## config.mk

```make
export PLATFORM = sky130hd
export DESIGN_NAME = recover_2n_ctrl
export DESIGN_NICKNAME = d
export VERILOG_FILES = /design/src/rtl/recover_2n_ctrl.sv
export SDC_FILE = /design/constraint.sdc
export NUM_CORES = 1
export LEC_CHECK = 0
export ABC_AREA = 1
export CORE_ASPECT_RATIO = 1.75
export CORE_UTILIZATION = 42
export CTS_CLUSTER_SIZE = 24
export DETAILED_ROUTE_END_ITERATION = 8
export GPL_ROUTABILITY_DRIVEN = 0
export GPL_TIMING_DRIVEN = 0
export PLACE_DENSITY = 0.68
export RECOVER_POWER = 50
export SLEW_MARGIN = 20
export SYNTH_ARGS = -nofsm -noshare
export SYNTH_HDL_FRONTEND = slang
export SYNTH_SLANG_ARGS = --single-unit
```

## constraint.sdc

```tcl
create_clock -name clk -period 3.1 [get_ports clk]
set_input_delay 0.31 -clock clk [delete_from_list [all_inputs] [get_ports clk]]
set_output_delay 0.31 -clock clk [all_outputs]
set_load 0.01 [all_outputs]
```

## src/rtl/recover_2n_ctrl.sv

```systemverilog
// recover_2n_ctrl: read sequencer for the 2N-point recovery datapath.
// Walks the two N-point CFFT result buffers (x1/x2 share addresses) with
// two column-1-only head beats followed by paired column-1/column-2 beats,
// and delays the beat indices by RD_LAT enabled cycles so they line up with
// buffer read data. A downstream stall freezes the whole schedule.
// Optional feature macro: RECOVER_CTRL_PERF_EN adds a saturating stall_cnt.
module recover_2n_ctrl #(
  parameter int N_POINTS = 8192,
  parameter int LANES    = 4,
  parameter int RD_LAT   = 1,
  parameter int IDX_W    = 11
) (
  input  logic             clk,
  input  logic             rst,
  input  logic             start,
  output logic             start_rdy,
  input  logic             stall,
  output logic             rd_en,
  output logic [IDX_W-1:0] rd_addr_c1,
  output logic [IDX_W-1:0] rd_addr_c2,
  output logic             rd_c2_en,
  output logic             dp_valid,
  output logic [IDX_W-1:0] dp_index_col_1,
  output logic [IDX_W-1:0] dp_index_col_2,
  output logic             dp_col2_vld,
  output logic             busy,
  output logic             done
`ifdef RECOVER_CTRL_PERF_EN
  ,
  output logic [15:0]      stall_cnt
`endif
);

  localparam int               WORDS      = N_POINTS / LANES;
  // Last beat counter value of a frame: beats 0..WORDS/2 inclusive.
  localparam logic [IDX_W:0]   LAST_B     = (IDX_W+1)'(WORDS / 2);
  localparam logic [IDX_W:0]   B_ONE      = (IDX_W+1)'(1);
  localparam logic [IDX_W-1:0] A_ONE      = IDX_W'(1);
  localparam logic [1:0]       DRAIN_LAST = 2'(RD_LAT - 1);

  typedef enum logic [2:0] {
    S_IDLE  = 3'd0,
    S_HEAD  = 3'd1,
    S_BODY  = 3'd2,
    S_DRAIN = 3'd3,
    S_DONE  = 3'd4
  } state_t;

  state_t           state_q;
  logic [IDX_W:0]   b_q;
  logic [1:0]       drain_q;
  logic             busy_q;
  logic             done_q;
  logic             start_rdy_q;

  // Issue-side beat decode (current cycle, gated by stall).
  logic             issue;
  logic [IDX_W-1:0] base;
  logic [IDX_W-1:0] iss_c1;
  logic [IDX_W-1:0] iss_c2;
  logic             iss_c2en;

  // Delay pipeline carrying the beat towards the datapath.
  logic             pv_q   [RD_LAT];
  logic [IDX_W-1:0] pc1_q  [RD_LAT];
  logic [IDX_W-1:0] pc2_q  [RD_LAT];
  logic             pc2v_q [RD_LAT];

  // Decode the beat issued this cycle from state and beat counter.
  always_comb begin
    issue    = 1'b0;
    iss_c1   = '0;
    iss_c2   = '0;
    iss_c2en = 1'b0;
    base     = b_q[IDX_W-1:0] - A_ONE;
    case (state_q)
      S_HEAD: begin
        if (!stall) begin
          issue  = 1'b1;
          iss_c1 = b_q[IDX_W-1:0];
        end else begin
          issue  = 1'b0;
        end
      end
      S_BODY: begin
        if (!stall) begin
          issue    = 1'b1;
          iss_c1   = base << 1'b1;
          iss_c2   = (base << 1'b1) | A_ONE;
          iss_c2en = 1'b1;
        end else begin
          issue    = 1'b0;
        end
      end
      default: begin
        issue = 1'b0;
      end
    endcase
  end

  // Frame sequencer: state, beat counter, drain counter and status flags.
  always_ff @(posedge clk) begin
    if (rst) begin
      state_q     <= S_IDLE;
      b_q         <= '0;
      drain_q     <= 2'd0;
      busy_q      <= 1'b0;
      done_q      <= 1'b0;
      start_rdy_q <= 1'b1;
    end else begin
      case (state_q)
        S_IDLE: begin
          if (start) begin
            state_q     <= S_HEAD;
            b_q         <= '0;
            drain_q     <= 2'd0;
            busy_q      <= 1'b1;
            start_rdy_q <= 1'b0;
          end
        end
        S_HEAD: begin
          if (!stall) begin
            b_q <= b_q + B_ONE;
            if (b_q == B_ONE) begin
              state_q <= S_BODY;
            end
          end
        end
        S_BODY: begin
          if (!stall) begin
            if (b_q == LAST_B) begin
              state_q <= S_DRAIN;
              drain_q <= 2'd0;
            end else begin
              b_q <= b_q + B_ONE;
            end
          end
        end
        S_DRAIN: begin
          // Wait for RD_LAT advancing cycles so the pipeline empties.
          if (!stall) begin
            if (drain_q == DRAIN_LAST) begin
              state_q <= S_DONE;
              done_q  <= 1'b1;
            end else begin
              drain_q <= drain_q + 2'd1;
            end
          end
        end
        S_DONE: begin
          // Stall is ignored here; start in this cycle is not accepted.
          state_q     <= S_IDLE;
          done_q      <= 1'b0;
          busy_q      <= 1'b0;
          start_rdy_q <= 1'b1;
        end
        default: begin
          state_q     <= S_IDLE;
          b_q         <= '0;
          drain_q     <= 2'd0;
          busy_q      <= 1'b0;
          done_q      <= 1'b0;
          start_rdy_q <= 1'b1;
        end
      endcase
    end
  end

  // Index delay line; advances only on non-stalled cycles so the beat at
  // the datapath output is re-presented after a stall.
  always_ff @(posedge clk) begin
    if (rst) begin
      for (int i = 0; i < RD_LAT; i++) begin
        pv_q[i]   <= 1'b0;
        pc1_q[i]  <= '0;
        pc2_q[i]  <= '0;
        pc2v_q[i] <= 1'b0;
      end
    end else if (!stall) begin
      pv_q[0]   <= issue;
      pc1_q[0]  <= iss_c1;
      pc2_q[0]  <= iss_c2;
      pc2v_q[0] <= iss_c2en;
      for (int i = 1; i < RD_LAT; i++) begin
        pv_q[i]   <= pv_q[i-1];
        pc1_q[i]  <= pc1_q[i-1];
        pc2_q[i]  <= pc2_q[i-1];
        pc2v_q[i] <= pc2v_q[i-1];
      end
    end
  end

  assign rd_en          = issue;
  assign rd_addr_c1     = iss_c1;
  assign rd_addr_c2     = iss_c2;
  assign rd_c2_en       = iss_c2en;
  assign dp_valid       = pv_q[RD_LAT-1] & ~stall;
  assign dp_index_col_1 = pc1_q[RD_LAT-1];
  assign dp_index_col_2 = pc2_q[RD_LAT-1];
  assign dp_col2_vld    = pc2v_q[RD_LAT-1];
  assign busy           = busy_q;
  assign done           = done_q;
  assign start_rdy      = start_rdy_q;

`ifdef RECOVER_CTRL_PERF_EN
  logic [15:0] stall_cnt_q;

  // Saturating count of stalled busy cycles, restarted per accepted frame.
  always_ff @(posedge clk) begin
    if (rst) begin
      stall_cnt_q <= 16'd0;
    end else if (state_q == S_IDLE && start) begin
      stall_cnt_q <= 16'd0;
    end else if (busy_q && stall && stall_cnt_q != 16'hFFFF) begin
      stall_cnt_q <= stall_cnt_q + 16'd1;
    end
  end

  assign stall_cnt = stall_cnt_q;
`endif

endmodule

```

==> summary.md, run 1 <==
| Metric | Value |
|---|---|
| Sw frac | 0.402 |
| FMAX | 360 MHz |
| Num CTS Buffers | 5 |
| Post-CTS Setup Inserts | 0 |
| Setup crit start kind | flip-flop |
| Status | complete, no violations |
| Largest family of logic cells by synthesized area | simple AND/OR/NAND/NOR gates |
| PostCTS Resize Cnt | 0 |
| Syn Nets | 332 |
| Pins Over Slew Limit | 0 |
| P_sw | 911 uW |
| Critical Path Sink Type | primary output |
| Cell taking the most area after synthesis | edfxtp_1 |
| Gate power share | 0.477 |
| Placed cells | 453 |
| Effective utilization at floorplan | 0.442 |
| Period utilization | 0.896 |
| Core Util, Final | 0.571 |
| Max-cap violations | 0 |
| Via density | 4.93 |
| First-pass GRT wire length | a little under 10000 microns |
| Vias in the first global route | around 2200 |
| N_diodes | 0 |
| Overflow after GRT | 0 |
| Wire per inst | between 10 and 15 microns |
| Register area share after synthesis | 0.451 |
| Post-CTS Hold Fix Bufs | 0 |
| CP arrival | 2.47 ns |
| Top FF cell, synth | edfxtp_1 |
| Post-synth EDFFs | 24 |
| Top cell type's share of synthesized area | 0.290 |
| Power density over cell area | 705 nW/um^2 |
| DRT Pass-1 Iters | 4 |
| Crit path from | b_q[0] |
| Slew @ Worst Pin | 0.975 ns |
| Lkg Pwr | 0.00145 uW |
| Post-Synth Simple-Gate Area | 0.312 |
| CTS tree | done |
| Total Nets Final | 392 |
| Fraction of layout cells with a size suffix above 1 | 0.0805 |
| Die width | roughly 60 microns |
| Post-synthesis mux area share | 0 |
| CTS root buffer | clkbuf_8 |
| Core Area | 5630 sq um |
| Worst setup margin | 0.322 ns |
| Antenna viol nets, final | 0 |
| Antenna violations before repair | 0 |
| Die area | 6240 sq um |
| RSZ-0062 raised after global routing | false |
| Clock Path Buffers | 2 |
| Critical path data required time | 2.79 ns |
| Pre-CTS setup slack | 0.519 ns |
| Clk pwr share | 0.192 |
| Tot GR Track Use | 0.202 |
| CTS sink cnt | 44 |
| Internal power | 1360 uW |
| Layout area overhead | 29.3% |
| Die Y | about 100 microns |
| CP Class | reg -> out |
| Std-Cell Rows | 36 |
| XOR/XNOR Fraction of Synth Area | 0.0352 |
| CP max FO | 8 |
| H-tree depth | 2 |
| WL final | between 5000 and 6000 microns |
| Clock slew seen by the registers of the worst setup and hold paths | 0.08 ns |
| DP HPWL | 4470 microns |
| Number of remaining DRC errors | 0 |
| Non-Filler Instances | 461 |
| Detailed Route Iter0 Violations | 50 |
| Final hold violation count | 0 |
| Syn avg cell area | approximately 7.7 sq um |
| Post-synthesis register bit count | 44 |
| Synth cell types | 28 |
| Largest net degree at the start of global routing | 25 |
| Port Buffers | 53 |
| Post-Syn Instances | 324 |
| Post-Syn Area | 2490 sq um |
| Peak supply drop | around 0.44 mV |
| Fin crit period | 2.78 ns |
| Sequential power share | 0.331 |
| Hold WS | 0.428 ns |
| Ys Warns | 0 |
| Clk Latency, worst-skew pair | roughly 0.30 ns |
| Worst r2r src | b_q[0] |
| Top post-synthesis cells by area | edfxtp_1 29%, dfxtp_1 16%, nand2_1 11%, nor2_1 8.9%, inv_1 6.5% |
| Async set-reset flop share out of synthesis | 0 |
| Worst Hold Class | in -> reg |
| Final Setup Violations | 0 |
| Hold_sp | rst |
| I/O pin count | 55 |
| Commonest non-fill, non-tap cell in the layout | nand2_1 |
| Setup Skew | 0.00509 ns |
| Post-route setup TNS | 0 ns |
| Most frequent cells in the layout | 75 x nand2_1, 59 x nor2_1, 43 x inv_1, 27 x dlygate4sd3_1, 26 x clkdlybuf4s50_1 |
| Slew headroom | 0.348 |
| Post-synthesis compound-gate area fraction | 0.0760 |
| Layout fillers | 554 |
| Area share of fa/ha/maj cells after synthesis | 0.0201 |
| Vias | 2273 |
==> cells in the mapped netlist, types with 2 or more instances <==
library cell	count
o22ai_2	2
xor2_1	9
nand2_1	74
buf_6	5
o21ai_0	3
buf_4	2
ha_1	4
nor2_4	3
o21ai_1	3
buf_2	3
nor2_1	59
edfxtp_1	24
nand4_1	10
inv_1	43
nand2_2	2
nor2_2	3
a21oi_1	20
a21oi_2	2
dfxtp_1	20
nand3_1	17
nor3_1	7
clkbuf_1	3
==> stage by stage <==
| stage | cell area [sq um] | power (uW) |
|---|---|---|
| 2_1_floorplan | 2490 | 1470 |
| 3_3_place_gp | 3110 | 1850 |
| 3_5_place_dp | 3110 | 1860 |
| 4_1_cts | 3220 | 2300 |
| 5_1_grt | 3220 | 2430 |
| 6_report | 3220 | 2270 |
==> path summary, 6_finish.rpt <==
check / to / slack, ns / cells past startpoint
setup / recovery: rd_addr_c1[9] / 0.32 / 8
hold / removal: b_q[2] / 0.43 / 2
setup reg to reg: pc1_q[0][9] / 1.14 / 9
hold reg to reg: start_rdy / 0.45 / 2
==> metal layers <==
layer	share of wire	global-route usage
met1	0.38	0.219
met3	0.041	0.0287
met2	0.55	0.359
met4	0.027	0.0963
met5	0	0
==> power by group through the flow <==
stage	logic, uW	clock network (uW)	registers [uW]
global route	1210	467	760
global placement	1090	0	763
CTS	1100	445	752
floorplan	701	0	770
finish	1080	435	750
detailed placement	1100	0	766
==> sequential cells by signal, summed over array words and instances (netlist names) <==
register,count
b_q,12
busy,1
done,1
drain_q,2
pc1_q,11
pc2_q,11
pc2v_q,1
pv_q,1
start_rdy,1
state_q,3
==> critical path, cell delays in order (launching register included) <==
cell and delay, ns:
dfxtp_1 0.50, inv_1 0.18, ha_1 0.27, nand2_1 0.17, nor2_4 0.08, xor2_1 0.13, nand2_1 0.12, o21ai_1 0.15
clkdlybuf4s50_1 0.57
==> final cells by class <==
| type | instances | area, sq um | share of cell area |
|---|---|---|---|
| sequential | 44 | 1120 | 0.349 |
| multi-input combinational | 223 | 1100 | 0.342 |
| timing repair buffer | 53 | 531 | 0.165 |
| inverter | 44 | 165 | 0.0514 |
| buffer | 13 | 96.3 | 0.0300 |
| tap | 76 | 95.1 | 0.0296 |
| clock buffer | 6 | 72.6 | 0.0226 |
| clock inverter | 2 | 35.0 | 0.0109 |
==> logic make-up (layout without fill, tap and decap cells) <==
kind of cell    Yosys count  after routing
compound gates           32             32
xor+xnor                 10             10
simple gates            177            177
buf+inv                  57            118
fa+ha+maj                 4              4
flops                    44             44
(Power assumes the default switching activity.)
==> run 2, diff against run 1 <==
CORE_MARGIN = 5   (was default)
CTS_CLUSTER_SIZE = default   (was 24)
GPL_ROUTABILITY_DRIVEN = default   (was 0)
==> summary.md, run 2 (synthesis gave the netlist of run 1 again) <==
| Metric | Value |
|---|---|
| Setup Skew | 0.00413 ns (-0.000960 ns) |
| CTS root buffer | clkbuf_8 |
| Most frequent cells in the layout | 74 x nand2_1, 59 x nor2_1, 44 x inv_1, 27 x clkdlybuf4s50_1, 26 x dlygate4sd3_1 |
| Max FFs per register | 12 (unchanged) |
| Slew headroom | 0.341 (-0.00765) |
| Slew @ Worst Pin | 0.987 ns (+0.0114 ns) |
| PostCTS Resize Cnt | 0 (unchanged) |
| Std-Cell Rows | 37 (+2.8%) |
| Reg area | 1120 sq um (unchanged) |
| Biggest registers after layout | b_q: 12 flops, pc1_q: 11 flops, pc2_q: 11 flops |
| Largest net degree at the start of global routing | 25 (unchanged) |
| Port Buffers | 53 (unchanged) |
| Pins Over Slew Limit | 0 (unchanged) |
| Layout area overhead | 30.1% |
| Fin crit period | 2.77 ns (-0.00589 ns) |
| Tot Pwr | 2320 uW (+2.2%) |
| Worst Hold Class | in -> reg |
| Max-cap violations | 0 (unchanged) |
| Clk Latency, worst-skew pair | 0.30 ns (about the same) |
| Period utilization | 0.894 (-0.00190) |
| CTS tree | done |
| WL final | 6090 microns (+4.4%) |
| Antenna violations before repair | 0 (unchanged) |
| Core Area | 5830 sq um (+3.6%) |
| DP HPWL | 4830 microns (+8.2%) |
| Largest stage delay, worst path | 0.55 ns (-0.02 ns) |
| Die width | 68.2 microns (+13%) |
| Fraction of layout cells with a size suffix above 1 | 0.0831 (+0.00260) |
| Antenna viol nets, final | 0 (unchanged) |
| Tot GR Track Use | 0.176 (-0.0256) |
| Setup crit start kind | input port |
| First-pass GRT wire length | 10200 microns (+5.4%) |
| Number of remaining DRC errors | 0 (unchanged) |
| Multi-input gate area | 1100 sq um (+0.23%) |
| Power density over cell area | 716 nW/um^2 (+1.7%) |
| Wire per inst | 13.2 microns (+4.0%) |
| DRT Pass-1 Iters | 4 (unchanged) |
| Commonest non-fill, non-tap cell in the layout | nand2_1 |
| CP max FO | 10 (+2) |
| Post-route setup TNS | 0 ns (unchanged) |
| Critical Path Sink Type | primary output |
| Clock slew seen by the registers of the worst setup and hold paths | 0.08 ns (about the same) |
| Status | complete, no violations |
| Total Nets Final | 392 (unchanged) |
| Vias in the first global route | 2126 (-1.6%) |
| Clock Path Buffers | 2 (unchanged) |
| Critical path data required time | 2.79 ns (about the same) |
| Pre-CTS setup slack | 0.456 ns (-0.0629 ns) |
| Detailed Route Iter0 Violations | 133 (+170%) |
| Worst-path cell chain | clkdlybuf4s50_1, clkbuf_1, nor2_4, inv_1, buf_4, nor2_1, a21oi_1, inv_1, clkdlybuf4s50_1 |
| Peak supply drop | 0.409 mV (-7.1%) |
| Die Y | 112 microns (+7.7%) |
| Vias | 2245 (-1.2%) |
| Lkg Pwr | 0.00146 uW (+0.20%) |
| Via density | 4.85 (-1.7%) |
| Placed cells | 455 (+0.44%) |
| Layout fillers | 567 (+2.3%) |
| FMAX | 361 MHz (+0.21%) |
| N_diodes | 0 (unchanged) |
| CP arrival | 2.46 ns (about the same) |
| Slowest-stage cell, CP | clkdlybuf4s50_1 |
| Worst setup margin | 0.328 ns (+0.00589 ns) |
| Effective utilization at floorplan | 0.426 (-0.0153) |
| Overflow after GRT | 0 (unchanged) |
| Post-CTS Hold Fix Bufs | 0 (unchanged) |
| CTS sink cnt | 44 (unchanged) |
| RSZ-0062 raised after global routing | false |
| Final hold violation count | 0 (unchanged) |
| Largest Register | b_q |
| Post-CTS Setup Inserts | 0 (unchanged) |
| Final GP Congestion | 0.887 |
| H-tree depth | 2 (unchanged) |
| Final Setup Violations | 0 (unchanged) |
| Non-Filler Instances | 463 (+0.43%) |
| I/O pin count | 55 (unchanged) |
| CP Class | in -> out |
| Die area | 7620 sq um (+22%) |
| Num CTS Buffers | 5 (unchanged) |
run 2: cell types whose count changed in the layout (fill, tap and decap cells not counted), sizes merged:
cell           change
clkdlybuf4s50      +1
dlygate4sd3        -1
run 2: worst max-delay path: cells and delay by family:
family                 cells  cell delay, ns
buffers and inverters      6            1.58
AND/OR/NAND/NOR            2            0.49
AO/OA/AOI/OAI              1            0.08
run 2: worst paths after layout:
check | start | end | slack, ns | cells after the start
hold reg to reg | start_rdy | start_rdy | 0.45 | 2
hold / removal | rst | b_q[2] | 0.38 | 2
setup reg to reg | b_q[0] | pc1_q[0][9] | 1.19 | 9
setup / recovery | stall | rd_addr_c1[5] | 0.33 | 9
run 2: through the flow:
| step | area (sq um) | utilization | hold WS (ns) |
|---|---|---|---|
| 4_1_cts | 3240 | 0.555 | 0.389 |
| 3_3_place_gp | 3110 | 0.534 | 0.434 |
| 5_1_grt | 3230 | 0.554 | 0.426 |
| 2_1_floorplan | 2490 | - | 0.461 |
| 6_report | 3230 | 0.554 | 0.382 |
| 3_5_place_dp | 3110 | 0.534 | 0.442 |
run 2: layer usage:
layer,vias to the layer above,track usage,routed length (microns)
li1,1148,-,-
met1,1026,0.194,2310
met2,57,0.312,3310
met3,14,0.0252,291
met4,0,0.0890,177
met5,-,0,0
run 2: cell type report:
type | instances | area share
Sequential cell | 44 | 0.347
Buffer | 13 | 0.0298
Clock inverter | 2 | 0.0120
Inverter | 44 | 0.0511
Multi-Input combinational cell | 223 | 0.341
Tap cell | 78 | 0.0302
Clock buffer | 6 | 0.0255
Timing Repair Buffer | 53 | 0.164
run 2: power by group:
part	switching, uW	internal, uW
clock	202	264
combinational	676	425
sequential	56.5	694
total	935	1380
==> run 3, diff against run 2 <==
HOLD_SLACK_MARGIN = 0.03   (was default)
==> results of run 3 <==
Final layout, timing and power as in run 2 (identical DEF).
